## config.mk

```make
export PLATFORM = sky130hd
export DESIGN_NAME = writeback_stage
export DESIGN_NICKNAME = d
export VERILOG_FILES = /design/src/rtl/mips_pkg.sv /design/src/rtl/load_align.sv /design/src/rtl/writeback_stage.sv
export SDC_FILE = /design/constraint.sdc
export NUM_CORES = 1
export LEC_CHECK = 0
export BUFFER_PORTS_ARGS = -buffer_cell sky130_fd_sc_hd__buf_2
export CORE_MARGIN = 2
export CORE_UTILIZATION = 45
export CTS_CLUSTER_DIAMETER = 30
export DETAILED_ROUTE_END_ITERATION = 10
export HOLD_SLACK_MARGIN = 0.12
export PLACE_DENSITY = 0.76
export SLEW_MARGIN = 20
export SYNTH_ARGS = -nofsm -noshare
export SYNTH_HDL_FRONTEND = slang
export SYNTH_SLANG_ARGS = --single-unit
```

## constraint.sdc

```tcl
create_clock -name clk -period 2.09 [get_ports clk]
set_input_delay 0.209 -clock clk [delete_from_list [all_inputs] [get_ports clk]]
set_output_delay 0.209 -clock clk [all_outputs]
set_load 0.05 [all_outputs]
```

## src/rtl/mips_pkg.sv

```systemverilog
// Shared encodings and default widths for the pipelined MIPS core.
package mips_pkg;

   localparam int unsigned XLEN  = 32;
   localparam int unsigned RADDR = 5;

   // Load size encodings; 2'b11 is treated as a word.
   localparam logic [1:0] LS_WORD = 2'b00;
   localparam logic [1:0] LS_HALF = 2'b01;
   localparam logic [1:0] LS_BYTE = 2'b10;

   localparam logic [RADDR-1:0] REG_ZERO = 5'd0;

endpackage

```

## src/rtl/load_align.sv

```systemverilog
// Little-endian load extraction and sign/zero extension.
// Ports:
//   size      load size (LS_WORD / LS_HALF / LS_BYTE, 11 = word)
//   is_signed sign-extend (1) or zero-extend (0)
//   off       address bits [1:0]; a half uses off[1] only, a word ignores off
//   data      raw aligned memory word
//   result    extracted and extended load value
module load_align
   import mips_pkg::*;
#(
   parameter int unsigned XLEN_P = XLEN
) (
   input  logic [1:0]        size,
   input  logic              is_signed,
   input  logic [1:0]        off,
   input  logic [XLEN_P-1:0] data,
   output logic [XLEN_P-1:0] result
);

   logic [7:0]  byte_sel;
   logic [15:0] half_sel;

   // Lane selection from the address offset.
   always_comb begin
      byte_sel = data[7:0];
      case (off)
         2'd0:    byte_sel = data[7:0];
         2'd1:    byte_sel = data[15:8];
         2'd2:    byte_sel = data[23:16];
         default: byte_sel = data[31:24];
      endcase
      half_sel = off[1] ? data[31:16] : data[15:0];
   end

   // Extension to the full datapath width.
   always_comb begin
      result = data;
      case (size)
         LS_HALF: result = {{(XLEN_P-16){is_signed & half_sel[15]}}, half_sel};
         LS_BYTE: result = {{(XLEN_P-8){is_signed & byte_sel[7]}}, byte_sel};
         default: result = data;
      endcase
   end

endmodule

```

## src/rtl/writeback_stage.sv

```systemverilog
// MEM/WB pipeline register and writeback logic; sole driver of the regfile
// write port. Also presents decode operands.
// Build option: WB_BYPASS_EN forwards the in-flight regfile write to the
// decode operands; without it the raw regfile read data is passed through.
// Ports:
//   clk, reset                      clock, synchronous active-high reset
//   in_valid/in_ready, stall, flush capture handshake and hazard control
//   in_*                            retiring instruction fields from MEM
//   rf_write/rf_addr/rf_data        regfile write port (zero when idle)
//   rd_addr_a/_b, rf_data_a/_b      decode read addresses and raw read data
//   op_a/op_b                       decode operands
//   retired                         count of retired instructions
module writeback_stage
   import mips_pkg::*;
#(
   parameter int unsigned XLEN_P  = XLEN,
   parameter int unsigned RADDR_P = RADDR
) (
   input  logic               clk,
   input  logic               reset,
   input  logic               in_valid,
   output logic               in_ready,
   input  logic               stall,
   input  logic               flush,
   input  logic               in_reg_write,
   input  logic               in_mem_to_reg,
   input  logic [1:0]         in_load_size,
   input  logic               in_load_signed,
   input  logic [1:0]         in_byte_off,
   input  logic [XLEN_P-1:0]  in_alu_result,
   input  logic [XLEN_P-1:0]  in_mem_data,
   input  logic [RADDR_P-1:0] in_dest,
   output logic               rf_write,
   output logic [RADDR_P-1:0] rf_addr,
   output logic [XLEN_P-1:0]  rf_data,
   input  logic [RADDR_P-1:0] rd_addr_a,
   input  logic [RADDR_P-1:0] rd_addr_b,
   input  logic [XLEN_P-1:0]  rf_data_a,
   input  logic [XLEN_P-1:0]  rf_data_b,
   output logic [XLEN_P-1:0]  op_a,
   output logic [XLEN_P-1:0]  op_b,
   output logic [31:0]        retired
);

   logic               wb_valid;
   logic               wb_done;
   logic               wb_reg_write;
   logic               wb_mem_to_reg;
   logic [1:0]         wb_load_size;
   logic               wb_load_signed;
   logic [1:0]         wb_byte_off;
   logic [XLEN_P-1:0]  wb_alu_result;
   logic [XLEN_P-1:0]  wb_mem_data;
   logic [RADDR_P-1:0] wb_dest;

   logic               commit;
   logic [XLEN_P-1:0]  load_value;
   logic [XLEN_P-1:0]  result;

   assign in_ready = !stall;

   // First cycle of a valid entry; a reset in that cycle drops it unwritten.
   assign commit = wb_valid & !wb_done & !reset;

   // WB register: flush beats capture, stall holds and marks the entry done.
   always_ff @(posedge clk) begin
      if (reset) begin
         wb_valid       <= 1'b0;
         wb_done        <= 1'b0;
         wb_reg_write   <= 1'b0;
         wb_mem_to_reg  <= 1'b0;
         wb_load_size   <= LS_WORD;
         wb_load_signed <= 1'b0;
         wb_byte_off    <= 2'd0;
         wb_alu_result  <= '0;
         wb_mem_data    <= '0;
         wb_dest        <= '0;
      end else if (flush) begin
         wb_valid <= 1'b0;
         wb_done  <= 1'b0;
      end else if (stall) begin
         if (wb_valid) wb_done <= 1'b1;
      end else if (in_valid) begin
         wb_valid       <= 1'b1;
         wb_done        <= 1'b0;
         wb_reg_write   <= in_reg_write;
         wb_mem_to_reg  <= in_mem_to_reg;
         wb_load_size   <= in_load_size;
         wb_load_signed <= in_load_signed;
         wb_byte_off    <= in_byte_off;
         wb_alu_result  <= in_alu_result;
         wb_mem_data    <= in_mem_data;
         wb_dest        <= in_dest;
      end else begin
         wb_valid <= 1'b0;
         wb_done  <= 1'b0;
      end
   end

   // Retirement counter, once per entry whether or not it writes.
   always_ff @(posedge clk) begin
      if (reset)       retired <= 32'd0;
      else if (commit) retired <= retired + 32'd1;
   end

   load_align #(.XLEN_P(XLEN_P)) u_load_align (
      .size      (wb_load_size),
      .is_signed (wb_load_signed),
      .off       (wb_byte_off),
      .data      (wb_mem_data),
      .result    (load_value)
   );

   assign result = wb_mem_to_reg ? load_value : wb_alu_result;

   // Regfile write port, held at zero when not writing.
   always_comb begin
      rf_write = commit & wb_reg_write & (wb_dest != RADDR_P'(REG_ZERO));
      rf_addr  = '0;
      rf_data  = '0;
      if (rf_write) begin
         rf_addr = wb_dest;
         rf_data = result;
      end
   end

   // Decode operands.
   always_comb begin
      op_a = rf_data_a;
      op_b = rf_data_b;
`ifdef WB_BYPASS_EN
      if (rf_write && rd_addr_a == rf_addr && rd_addr_a != RADDR_P'(REG_ZERO)) op_a = rf_data;
      if (rf_write && rd_addr_b == rf_addr && rd_addr_b != RADDR_P'(REG_ZERO)) op_b = rf_data;
`else
      if (rd_addr_a == rd_addr_b) begin
         op_a = rf_data_a;
      end
`endif
   end

endmodule

```

# ---- Word-level counts from Yosys, hierarchy flattened
# Cells that the tools add are included.
dict set report word_totals {
  regBits 110
  latch_bits 0
  mem_bits_rw 0
  romBits 0
  inputBits 155
  n_memories 0
}
dict set report classes {
  addsub 1
  n_mul 0
  div 0
  n_lt_le_gt_ge 0
  n_eq_ne 4
  n_shift 0
  muxes 7
  n_bitwise 8
  n_reduce_logical 8
}
# operator count
set ops {}
lappend ops {{32-bit two-way mux} 2}
lappend ops {{32-bit one-hot mux with 2 select lines} 1}
lappend ops {{32-bit by 1-bit adder with 32-bit output (second input constant)} 1}
lappend ops {{8-bit one-hot mux with 3 select lines} 1}
lappend ops {{16-bit two-way mux} 1}
lappend ops {{1-bit AND} 6}
lappend ops {{5-bit two-way mux} 1}
lappend ops {{5-bit nonzero test} 1}
lappend ops {{2-bit by 1-bit equality test with 1-bit output (second input constant)} 2}
lappend ops {{2-bit equality test (second input constant)} 2}
lappend ops {{1-bit logical NOT} 3}
lappend ops {{3-bit AND reduction} 1}
lappend ops {{3-bit OR reduction} 1}
lappend ops {{2-bit logical NOT} 1}
lappend ops {{1-bit inverter} 2}
lappend ops {{2-bit OR reduction} 1}
lappend ops {{1-bit two-way mux} 1}

# ---- Logic depth before layout (Yosys ltp)
dict set report depth {
  ltp_word 6
  mapped_depth 10
  depth_no_buf 7
}

# ---- Modules after synthesis
# From an unflattened synthesis, not the netlist that was laid out.
dict set report unflattened {
  cells_unflattened 779
  hier_area_um2 5945.7
}
# module n_inst cells_per_inst area_per_inst_um2 seq_area_each_um2
set by_module_without_submodules {}
lappend by_module_without_submodules {writeback_stage 1 668 5215.0 2202.1}
lappend by_module_without_submodules {load_align 1 111 730.7 0.0}

# ---- Worst setup path after synthesis
# No wires, ideal clock.
dict set report synth_timing {
  kind {register to output}
  start {register wb_load_size[0]}
  end {output port rf_data[15]}
  t_arrival_ns 2.550
  required_ns 1.881
  slack_ns -0.669
  stages_incl_launch_ff 10
  n_path_buf 2
  cell_sequence {dfxtp_1 inv_1 ha_1 buf_2 nand2_1 o22ai_1 nand2_1 and3_1 clkbuf_1 a211oi_1}
}
dict set report synth_between {
  elab_chain_len 4
}
# element line_no
set synth_rtl {}
lappend synth_rtl {{from (decl)} writeback_stage.sv:49} ;# logic [1:0] wb_load_size;
lappend synth_rtl {{from (signal assigned)} writeback_stage.sv:88} ;# wb_load_size <= in_load_size;
lappend synth_rtl {{2-bit equality test / 2-bit by 1-bit equality test with 1-bit output (equally long branches)} load_align.sv:38} ;# case (size)
lappend synth_rtl {{32-bit one-hot mux with 2 select lines (*)} load_align.sv:38}
lappend synth_rtl {{32-bit two-way mux (*)} writeback_stage.sv:114} ;# assign result = wb_mem_to_reg ? load_value : wb_alu_result;
lappend synth_rtl {{32-bit two-way mux (*)} writeback_stage.sv:121} ;# if (rf_write) begin
lappend synth_rtl {{to (decl)} writeback_stage.sv:35} ;# output logic [XLEN_P-1:0] rf_data,
# Mark *: on every way between the ends. The rest lies on a longest branch, timed or not.

# ---- Worst setup path after layout
dict set report layout_timing {
  start {register wb_load_size[0]}
  end {output port rf_data[21]}
}
# The elaborated chain is that of the path after synthesis.

==> impl_metrics.tcl <==
set metrics [dict create \
    violations "negative setup slack" \
    crit_chain "inv_2, ha_4, buf_12, a21o_1, o21a_4, buf_16, a21oi_4, nor2_4, buf_6" \
    ff2ff_path_depth 7 \
    antenna_found_initial 0 \
    netlist_area_mm2 0.00583 \
    place_congestion 0.823 \
    coreArea_mm2 0.0126 \
    synth-edff-count 0 \
    top_regs "retired x32, wb_alu_result x32, wb_mem_data x32" \
    clkTransAtPathRegs_ns 0.07 \
    netlist_instances 780 \
    cp-startpoint "wb_load_size[0]" \
    yosysTopAreaCell "dfxtp_1" \
    place_inst 1018 \
    vdd_drop_max_uv 419 \
    via_per_inst 5.30 \
    max_freq_mhz 446 \
    boundaryPins 290 \
    p_int_mw 3.61 \
    swShare_pct 24.0 \
    grt_pass1_vias 5829 \
    dieArea_mm2 0.0139 \
    initial_core_util_pct 46.2 \
    drt_first_iter_violations 473 \
    p_seq_share_pct 46.0 \
    cts.sinks 110 \
    wl_per_cell_um 16.8 \
    row_count 41 \
    holdCritPathClass "input pin to flip-flop" \
    overflow 0 \
    cp.depth 9 \
    drive_gt1_share_pct 32.3 \
    power.net_switching_mw 1.14 \
    holdPathStages 3 \
    cp_max_fo 11 \
    power.share.clock_pct 41.9 \
    cp-start-kind "flip-flop" \
    grt_pass1_wl_um 29600 \
    setup_slack_ns -0.151 \
    setup_viol 33 \
    hold_start "in_alu_result[16]" \
    slowest_stage "dfxtp_2" \
    insertedDiodeCount 0 \
    tritoncts "built" \
    power_frac_comb_pct 12.1 \
    fin_crit_sh_pct 107 \
    final_area_mm2 0.00850 \
    ys_async_sr_fraction_pct 0 \
    die_h_um 118 \
    slowest_delay_ns 0.34 \
    nNetsFinal 1097 \
    worst_slew_pin_slew_ns 0.898 \
    final_common_cell "nand2_1" \
    clk_latency_ns 0.35 \
    die_w_um 118 \
    ys_ff_latch 110 \
    routed_wl_um 18800 \
    synthTopCellsByArea "dfxtp_1, nand2_1, a21oi_1" \
    max_slew_margin_pct 40.2 \
    final_cell_mix "nand2_1, buf_2, dfxtp_1, a21oi_1, dlygate4sd3_1" \
    p_leak_nw 3.43 \
    netlist.area_leader.share_pct 37.8 \
    syn_avg_cell_area_um2 7.48 \
    rsz0062_at_grt "yes" \
    syn-num-nets 938 \
    area_growth_syn_to_layout_pct 45.9 \
    synth_seq_area_share_pct 37.8 \
    drv_cap 0 \
    hold_viol 0 \
    htreeDepth 3 \
    io_buffers 151 \
    period_needed_ns 2.24 \
    synth.distinct_cells 44 \
    cts_root_buffer "clkbuf_16" \
    ys.flop_type "dfxtp_1" \
    fillCellCount 956 \
    multi_input_area_mm2 0.00347 \
    outcome "finished with violations" \
    clock_skew_ns 0.00778 \
    crit_family "compound AO/OA/AOI/OAI gates" \
    drtPass1Iterations 6 \
    worst_setup_path_end_kind "primary output" \
    vias 5919 \
    cts_made_buffers 9 \
    placed_area_mm2 0.00667 \
    final_cells 1116 \
    cts.path.max_buffers 2 \
    critPathBufInv 4 \
    drc 0 \
    ant_nets 0 \
    reg2reg_from "retired[0]" \
    cp.required_ns 1.88 \
    grt_start_max_net_pins 83 \
    yosysWarningCount 0 \
    crit_type "flip-flop to primary output" \
    slew_violations 0 \
    total_power_mw 4.75 \
    grtUsageTotal_pct 26.4 \
    hpwlAfterDp_um 10600 \
    arrival_ns 2.03 \
    register_area_mm2 0.00221 \
    cellPowerDensity_mw_per_mm2 558 \
]
==> cells in the mapped netlist, types with 4 or more instances <==
library cell,instances
nand3b_1,10
buf_4,65
buf_2,14
nor3b_1,7
nand3_1,17
nor2b_1,18
mux2i_1,7
nand2b_1,8
nand4_1,10
nor2_1,60
mux2_2,8
nand2_1,202
inv_1,8
clkbuf_1,33
xor2_1,24
o21ai_0,10
dfxtp_1,110
a21oi_1,100
and3_1,6
a211oi_1,9
and2_1,5
xnor2_1,7
and4_1,4
o31ai_1,6
o211ai_1,6
==> logic make-up after synthesis <==
| group | count (synthesis) | synth area share [%] |
|---|---|---|
| AND/OR/NAND/NOR | 362 | 28.9 |
| buffers and inverters | 123 | 12.5 |
| XOR/XNOR | 31 | 4.66 |
| multiplexers | 15 | 2.75 |
| AO/OA/AOI/OAI | 136 | 12.7 |
| flip-flops | 110 | 37.8 |
| adder cells (fa/ha/maj) | 3 | 0.644 |
==> per-stage QoR <==
stage,worst slack [ns],utilization (%),TNS (ns),hold WS (ns)
finish,-0.151,67.4,-3.46,0.128
global route,-0.226,67.4,-5.49,0.121
CTS,-0.198,66.5,-3.64,0.121
detailed placement,-0.0157,52.9,-0.0275,0.418
global placement,0.0402,52.9,0,0.418
floorplan,-0.0807,-,-0.334,0.286
==> routing by layer <==
metal | wire [um] | global-route usage [%]
met1 | 7360 | 30.5
met4 | 758 | 12.4
met2 | 9350 | 45.2
met3 | 1320 | 7.22
met5 | 0 | 0
==> tightest hold or removal path: cells and delay by family <==
family	cells	cell delay, ns
buffers and inverters	1	0.09
AND/OR/NAND/NOR	1	0.07
AO/OA/AOI/OAI	1	0.06
==> path summary, 6_finish.rpt <==
check | end | slack (ns)
hold / removal | wb_alu_result[16] | 0.13
setup / recovery | rf_data[21] | -0.15
setup reg to reg | retired[26] | 0.33
hold reg to reg | wb_alu_result[21] | 0.45
==> power groups by stage <==
stage / logic, mW / registers [mW] / clock network, mW
2_1_floorplan: 0.557 / 2.22 / 0
3_3_place_gp: 0.372 / 2.23 / 0
3_5_place_dp: 0.378 / 2.23 / 0
4_1_cts: 0.538 / 2.18 / 2.02
5_1_grt: 0.618 / 2.19 / 2.11
6_report: 0.574 / 2.19 / 1.99
==> cell type report <==
type,instances,area share [%]
clock buffers,9,2.65
clock inverters,7,1.43
inverters,8,0.412
multi-input cells,547,40.8
flip-flops and latches,110,26.0
well taps,172,2.53
repair buffers,263,26.2
==> timing repair <==
action / CTS / global route
setup endpoints to repair: 33 / 33
setup buffers: 5 / 0
gates resized for setup: 133 / 22
hold buffers: 72 / 0
pin swaps: 22 / 13
hold endpoints to repair: 73 / 0
cloned: 4 / 1
No activity file was read; power rests on OpenSTA's default activity.
